===== config.mk =====
export PLATFORM = sky130hd
export DESIGN_NAME = mole_game_controller
export DESIGN_NICKNAME = d
export VERILOG_FILES = /design/src/rtl/mole_game_controller.sv
export SDC_FILE = /design/constraint.sdc
export NUM_CORES = 1
export LEC_CHECK = 0
export ABC_AREA = 1
export BUFFER_PORTS_ARGS = -buffer_cell sky130_fd_sc_hd__buf_2
export CAP_MARGIN = 40
export CORE_UTILIZATION = 38
export CTS_BUF_LIST = sky130_fd_sc_hd__clkbuf_16
export DETAILED_ROUTE_END_ITERATION = 8
export PLACE_DENSITY_LB_ADDON = 0.25
export REMOVE_ABC_BUFFERS = 1
export SLEW_MARGIN = 20
export SYNTH_ARGS = -nofsm -noshare
export SYNTH_HDL_FRONTEND = slang
export SYNTH_SLANG_ARGS = --single-unit

===== constraint.sdc =====
create_clock -name clk -period 4.9 [get_ports clk]
set_input_delay 0.245 -clock clk [delete_from_list [all_inputs] [get_ports clk]]
set_output_delay 0.245 -clock clk [all_outputs]
set_load 0.03 [all_outputs]

===== src/rtl/mole_game_controller.sv =====
// Round sequencer for the mole generator: shows moles, scores hits against the
// live mask, tracks lives and shortens the show window as rounds are cleared.
module mole_game_controller #(
  parameter int NUM_HOLES     = 18,
  parameter int SHOW_INIT     = 50_000_000,
  parameter int SHOW_MIN      = 10_000_000,
  parameter int SHOW_STEP     = 5_000_000,
  parameter int SPEEDUP_EVERY = 4,
  parameter int GAP_CYCLES    = 25_000_000,
  parameter int LIVES_INIT    = 3,
  parameter int SCORE_W       = 10
) (
  input  logic                 clk,
  input  logic                 reset,
  input  logic                 start,
  input  logic [NUM_HOLES-1:0] hits,
  input  logic [NUM_HOLES-1:0] mole_positions,
  output logic                 mole_clk,
  output logic [NUM_HOLES-1:0] live_mask,
  output logic [SCORE_W-1:0]   score,
  output logic [2:0]           lives,
  output logic                 playing,
  output logic                 game_over
);

  localparam int MAX_LEN = (SHOW_INIT > GAP_CYCLES) ? SHOW_INIT : GAP_CYCLES;
  localparam int TIMER_W = $clog2(MAX_LEN + 1);
  localparam int CNT_W   = $clog2(SPEEDUP_EVERY + 1);
  localparam int HC_W    = $clog2(NUM_HOLES + 1);
  localparam int SUM_W   = ((SCORE_W > HC_W) ? SCORE_W : HC_W) + 1;
  localparam logic [SCORE_W-1:0] SCORE_MAX = {SCORE_W{1'b1}};

  typedef enum logic [2:0] {S_IDLE, S_SETTLE, S_SHOW, S_GAP, S_OVER} state_e;

  state_e               state_q;
  logic [TIMER_W-1:0]   timer_q;
  logic [TIMER_W-1:0]   show_len_q;
  logic [CNT_W-1:0]     clr_cnt_q;
  logic                 mole_clk_q;
  logic [NUM_HOLES-1:0] live_mask_q;
  logic [SCORE_W-1:0]   score_q;
  logic [2:0]           lives_q;
  logic                 playing_q;
  logic                 game_over_q;

  logic [NUM_HOLES-1:0] hit_live;
  logic [NUM_HOLES-1:0] mask_left_d;
  logic [HC_W-1:0]      hit_cnt;
  logic [SUM_W-1:0]     score_sum;
  logic [SCORE_W-1:0]   score_d;
  logic [2:0]           lives_d;
  logic [TIMER_W-1:0]   show_len_d;

  always_comb begin
    hit_live    = hits & live_mask_q;
    mask_left_d = live_mask_q & ~hits;
    hit_cnt     = '0;
    for (int i = 0; i < NUM_HOLES; i++) hit_cnt = hit_cnt + HC_W'(hit_live[i]);
    score_sum = SUM_W'(score_q) + SUM_W'(hit_cnt);
    score_d   = (score_sum > SUM_W'(SCORE_MAX)) ? SCORE_MAX : score_sum[SCORE_W-1:0];
    lives_d   = lives_q - 3'd1;
    // Compare before subtracting so the window never wraps below the floor.
    if (int'(show_len_q) >= SHOW_MIN + SHOW_STEP) show_len_d = show_len_q - TIMER_W'(SHOW_STEP);
    else                                          show_len_d = TIMER_W'(SHOW_MIN);
  end

  always_ff @(posedge clk) begin
    // NOTE: reset is synchronous, so it sits inside the clocked branch rather than the sensitivity list.
    if (reset) begin
      state_q     <= S_IDLE;
      timer_q     <= '0;
      show_len_q  <= TIMER_W'(SHOW_INIT);
      clr_cnt_q   <= '0;
      mole_clk_q  <= 1'b0;
      live_mask_q <= '0;
      score_q     <= '0;
      lives_q     <= '0;
      playing_q   <= 1'b0;
      game_over_q <= 1'b0;
    end else begin
      case (state_q)
        S_IDLE, S_OVER: begin
          if (start) begin
            score_q     <= '0;
            lives_q     <= 3'(LIVES_INIT);
            show_len_q  <= TIMER_W'(SHOW_INIT);
            clr_cnt_q   <= '0;
            mole_clk_q  <= 1'b1;
            timer_q     <= TIMER_W'(1);
            playing_q   <= 1'b1;
            game_over_q <= 1'b0;
            state_q     <= S_SETTLE;
          end
        end
        S_SETTLE: begin
          if (timer_q == '0) begin
            live_mask_q <= mole_positions;
            timer_q     <= show_len_q - TIMER_W'(1);
            state_q     <= S_SHOW;
          end else begin
            timer_q <= timer_q - TIMER_W'(1);
          end
        end
        S_SHOW: begin
          score_q     <= score_d;
          live_mask_q <= mask_left_d;
          timer_q     <= timer_q - TIMER_W'(1);
          if (mask_left_d == '0 || timer_q == '0) begin
            mole_clk_q  <= 1'b0;
            live_mask_q <= '0;
            timer_q     <= TIMER_W'(GAP_CYCLES - 1);
            state_q     <= S_GAP;
            // A clear wins over a simultaneous timeout.
            if (mask_left_d == '0) begin
              if (clr_cnt_q == CNT_W'(SPEEDUP_EVERY - 1)) begin
                clr_cnt_q  <= '0;
                show_len_q <= show_len_d;
              end else begin
                clr_cnt_q <= clr_cnt_q + CNT_W'(1);
              end
            end else begin
              lives_q <= lives_d;
              if (lives_d == 3'd0) begin
                state_q     <= S_OVER;
                playing_q   <= 1'b0;
                game_over_q <= 1'b1;
              end
            end
          end
        end
        S_GAP: begin
          if (timer_q == '0) begin
            mole_clk_q <= 1'b1;
            timer_q    <= TIMER_W'(1);
            state_q    <= S_SETTLE;
          end else begin
            timer_q <= timer_q - TIMER_W'(1);
          end
        end
        default: state_q <= S_IDLE;
      endcase
    end
  end

  assign mole_clk  = mole_clk_q;
  assign live_mask = live_mask_q;
  assign score     = score_q;
  assign lives     = lives_q;
  assign playing   = playing_q;
  assign game_over = game_over_q;

endmodule


== Word-level counts from Yosys, hierarchy flattened ==
Cells that the tools add are included.

* Add/subtract/negate cells: 23
* Magnitude comparators: 2
* Equal/unequal tests: 13
* Muxes and demuxes: 46
* Bitwise gates (word level): 3
* Reductions and logical operators: 19

{| class="wikitable"
|+ Operators with widths
! kind !! number
|-
| $mux 26 || 9
|-
| $pmux 26 s4 || 1
|-
| $add 5x1->5 || 13
|-
| $pmux 26 s2 || 1
|-
| $sub 26x1->26 const B || 2
|-
| $mux 3 || 13
|-
| $and 18x18->18 || 2
|-
| $mux 18 || 2
|-
| $pmux 18 s2 || 1
|-
| $ge 26x24->1 const B || 1
|-
| $logic_not 26->1 || 1
|-
| $sub 26x23->26 const B || 1
|-
| $mux 10 || 2
|-
| $pmux 10 s2 || 1
|-
| $logic_not 18->1 || 1
|-
| $not 18->18 || 1
|-
| $ne 2x2->1 const B || 8
|-
| $reduce_and 4->1 || 4
|-
| $pmux 3 s2 || 2
|-
| $pmux 3 s4 || 1
|-
| $add 10x5->11 || 1
|-
| $gt 11x10->1 const B || 1
|-
| $mux 1 || 10
|-
| $reduce_and 5->1 || 2
|-
| other kinds (18) || 25
|}

* Flip-flop bits (word level): 92
* Input port bits: 39
* Output and inout port bits: 34
* Word-level logic and storage cells: 116

== Longest topological paths before layout ==
* Word-level depth: 22
* Gate-level depth with buffers: 19
* Depth with buffers taken out: 19

== Worst setup path before layout ==
Ideal clock, no wire load.

* Path kind: register to register
* From: reg live_mask_q[10], in the netlist live_mask[10]
* To: reg score_q[6], in the netlist score[6]
* Library setup time: 0.134 ns
* Arrival: 4.601 ns
* Data required time: 4.766 ns
* Slack: 0.166 ns
* Cell stages (with the launch flop): 19
* Path buffers: 0
* Clock period less this slack: 4.734 ns
* Path through: dfxtp_1 -> nand2_1 -> fa_1 -> inv_1 -> fa_1 -> inv_1 -> fa_1 -> fa_1 -> inv_1 -> fa_1 -> fa_1 -> inv_1 -> fa_1 -> inv_1 -> a21oi_1 -> xor2_1 -> nand2_1 -> nand2_1 -> a21oi_1

* Cells in the longest elaborated chain, start to end: 13

{| class="wikitable"
|+ Ends and longest elaborated chain
! item !! line !! text
|-
| start: declaration || 40 || <nowiki>logic [NUM_HOLES-1:0] live_mask_q;</nowiki>
|-
| start signal: assignment || 97 || <nowiki>live_mask_q <= mole_positions;</nowiki>
|-
| start signal: assignment || 106 || <nowiki>live_mask_q <= mask_left_d;</nowiki>
|-
| $and 18x18->18 (*) || 55 || <nowiki>hit_live = hits & live_mask_q;</nowiki>
|-
| $add 5x1->5 (*) (8 in a row) || 58 || <nowiki>for (int i = 0; i < NUM_HOLES; i++) hit_cnt = hit_cnt + HC_W'(hit_live[i]);</nowiki>
|-
| $add 10x5->11 (*) || 59 || <nowiki>score_sum = SUM_W'(score_q) + SUM_W'(hit_cnt);</nowiki>
|-
| $gt 11x10->1 || 60 || <nowiki>score_d = (score_sum > SUM_W'(SCORE_MAX)) ? SCORE_MAX : score_sum[SCORE_W-1:0];</nowiki>
|-
| $mux 10 (*) || 60 ||
|-
| $pmux 10 s2 (*) || 81 || <nowiki>case (state_q)</nowiki>
|-
| end signal: assignment || 105 || <nowiki>score_q <= score_d;</nowiki>
|-
| end: declaration || 41 || <nowiki>logic [SCORE_W-1:0] score_q;</nowiki>
|}

Mark *: on every way between the ends. The rest lies on a longest branch, timed or not.
A chain may end at the register's enable or synchronous reset.

== Worst setup path after layout ==
* From: reg live_mask_q[14], in the netlist live_mask[14]
* To: reg score_q[6], in the netlist score[6]

* Cells in the longest elaborated chain, start to end: 9

{| class="wikitable"
|+ Ends and longest elaborated chain
! item !! line
|-
| $and 18x18->18 (*) || 55
|-
| $add 5x1->5 (*) (4 in a row) || 58
|-
| $add 10x5->11 (*) || 59
|-
| $gt 11x10->1 || 60
|-
| $mux 10 (*) || 60
|-
| $pmux 10 s2 (*) || 81
|}

Marks and branches as above.

==> metrics <==
main flop type after synthesis dfxtp_1; Core ar. 17400 µm²; setup TNS 0 ps; maximum fanout along the worst path 5; Yosys top cell by area dfxtp_1; CP dominant cell by count fa_1; Tcrit/Tclk final 0.947; Max stage delay on crit path 540 ps; hold path cells 3; initial antenna violation count 0; Detailed Routing Iterations Pass 1 8; Final Util 0.436; status complete, no violations; Crit path max-delay family adder cells; worst vdd ir 0.000306 V; DRT met1 WL 9260 µm; RR Startpoint live_mask[14]; FFs w/ async S/R, synth 0; Remaining DRCs 0; number of DRC markers in iteration 0 422; Placed Instances 1353; Mapped Area 6820 µm²; largest net degree at the start of global routing 36; Rows 48; critical path type reg2reg; met2 wire length 9200 µm; HP Class in2reg; worst slew pin tran 723 ps; PortBufs 72; FF+latch count, synth 86; total detailed-routing wirelength 20200 µm; Reg-to-Reg End score[6]; P&R area growth vs syn 11.5%; CP startpoint kind flop; hold_sp mole_positions[8]; vias in the first global route 6593; diodes inserted 0; Final setup viols 0; routed length on met3 1270 µm; type of destination of the critical path flop; post-synth top area share 0.253; Cells after Synth 1093; synth warn 0; io pins 73; CP max stage cell fa_1; total power draw 0.00477 W; FILL cells 1884; WP data arrival 4870 ps; register area share after synthesis 0.253; CTS Buf Count 9; CTS max path bufs 2; r2r setup slk 260 ps; Mapped Avg Cell Area 6.24 µm²; Area contributors post-synth dfxtp_1, nand2_1, inv_1; Final Max Tran Viols 0; total congestion overflow 0; CP Cell Sequence nand2_1 -> fa_1 -> inv_1 -> fa_1 -> inv_1 -> fa_1 -> fa_1 -> inv_1 -> fa_1 -> fa_1 -> inv_1 -> fa_2 -> inv_1 -> a21oi_2 -> xor2_1 -> nand2_1 -> nand2_1 -> a21oi_1; first-pass GRT wire length 32900 µm; clock sink count 86; clock-pin slew on the worst setup and hold paths 70 ps; share of post-route cells with drive strength above 1 0.125; reg2reg path depth 18; via count 7022; fmax 0.215 GHz; final hold viol count 0; Crit path buffers/inverters 5; Power Density 627 nW/µm²; Die X 136 µm; Post-synth EDFFs 0; count of non-filler cells in the finished layout 1369; hpwl dp 15000 µm; Cell variety after synth 47; Max-cap violations 0; RD Place Congestion 0.924; DIE HEIGHT 136 µm; Final Skew 10.3 ps; Hold EP live_mask[8]; H-tree lvl count 3; initial cell density of the core 0.391; Crit path required time 5130 ps; Total GRT Usage 0.229; uppermost layer routed met4; CTS tree yes; static leakage 3.87 nW; post-DR wirelength/cell 14.8 µm; Slew Limit Headroom 0.517; post-route minimum period 4640 ps; # nets final 1211; vias per inst 5.13; RSZ-0062 raised after global routing no; Routed Antenna Nets 0; Clk Latency, worst-skew pair 360 ps; die area 18500 µm²; Root Driver clkbuf_16
[cells by family after synthesis]
group                    synth area share
AND/OR/NAND/NOR                     0.390
buffers and inverters               0.117
AO/OA/AOI/OAI                       0.121
flip-flops                          0.253
XOR/XNOR                           0.0437
adder cells (fa/ha/maj)            0.0749
[Yosys cell counts (5+ instances only)]
cell type / instances
nand2_1: 300
inv_1: 146
nand3_1: 98
nor2_1: 97
dfxtp_1: 86
a21oi_1: 65
o21ai_0: 60
nand4_1: 43
xor2_1: 23
ha_1: 20
clkbuf_1: 17
fa_1: 13
buf_2: 12
o21ai_1: 11
xnor2_1: 11
nand2_2: 10
nor2_2: 9
nor3_1: 9
nor2_4: 7
buf_6: 5
inv_2: 5
o211ai_1: 5
[stage by stage]
step / area [µm²] / worst slack, ps / hold WS, ps
after floorplan: 6590 / 176 / 307
after global placement: 7270 / 172 / 439
after detailed placement: 7280 / 127 / 440
after CTS: 7590 / 105 / 184
after global routing: 7600 / 7.51 / 208
final: 7600 / 258 / 188
[worst min-delay path, cell delays in order]
cell and delay (ps):
buf_2 80, o21ai_1 60, a21oi_1 130
[timing repair]
action	4_1_cts	5_1_grt
hold buffers	0	0
endpoints found under the hold margin	0	0
endpoints found under the setup margin	0	8
resized for setup	0	6
buffers inserted	0	0
[sequential cells by signal, indices dropped and copies added, names as in the netlist, 3 cells and up]
signal / count
timer_q: 26
state_q: 3
lives: 3
clr_cnt_q: 3
score: 10
live_mask: 18
show_len_q: 20
[final cells by class]
type / instances / area [µm²] / share of cell area
Clock buffer: 9 / 225 / 0.0296
Clock inverter: 7 / 88.8 / 0.0117
Inverter: 153 / 574 / 0.0756
Multi-Input combinational cell: 812 / 4310 / 0.567
Sequential cell: 86 / 1720 / 0.227
Tap cell: 225 / 282 / 0.0370
Timing Repair Buffer: 77 / 398 / 0.0523
[metal layers]
metal,track usage,up-vias
met1,0.294,3171
met5,0,-
met3,0.0388,36
met4,0.0944,0
li1,-,3602
met2,0.379,213
[placed cells by master (no fill, tap or decap), types with 12 or more instances in the layout]
master and instances:
nand2_1 299, inv_1 145, nand3_1 98, nor2_1 97, dfxtp_1 84, buf_2 72
a21oi_1 64, o21ai_0 60, nand4_1 43, xor2_1 23, ha_1 20, fa_1 12
[worst max-delay path by stage]
stage,end,cells after the start,startpoint
2_1_floorplan,score[6],18,live_mask[10]
3_3_place_gp,score[9],19,live_mask[10]
3_5_place_dp,score[9],19,live_mask[10]
4_1_cts,score[9],19,live_mask[10]
5_1_grt,score[6],18,live_mask[4]
6_report,score[6],18,live_mask[14]
[report_power, final]
| part | internal (W) | switching [W] | total, W |
|---|---|---|---|
| Sequential | 0.000862 | 0.000198 | 0.00106 |
| Clock | 0.000443 | 0.000305 | 0.000748 |
| Combinational | 0.000903 | 0.00206 | 0.00296 |
| Total | 0.00221 | 0.00256 | 0.00477 |
Power figures use the tool's default switching activity.
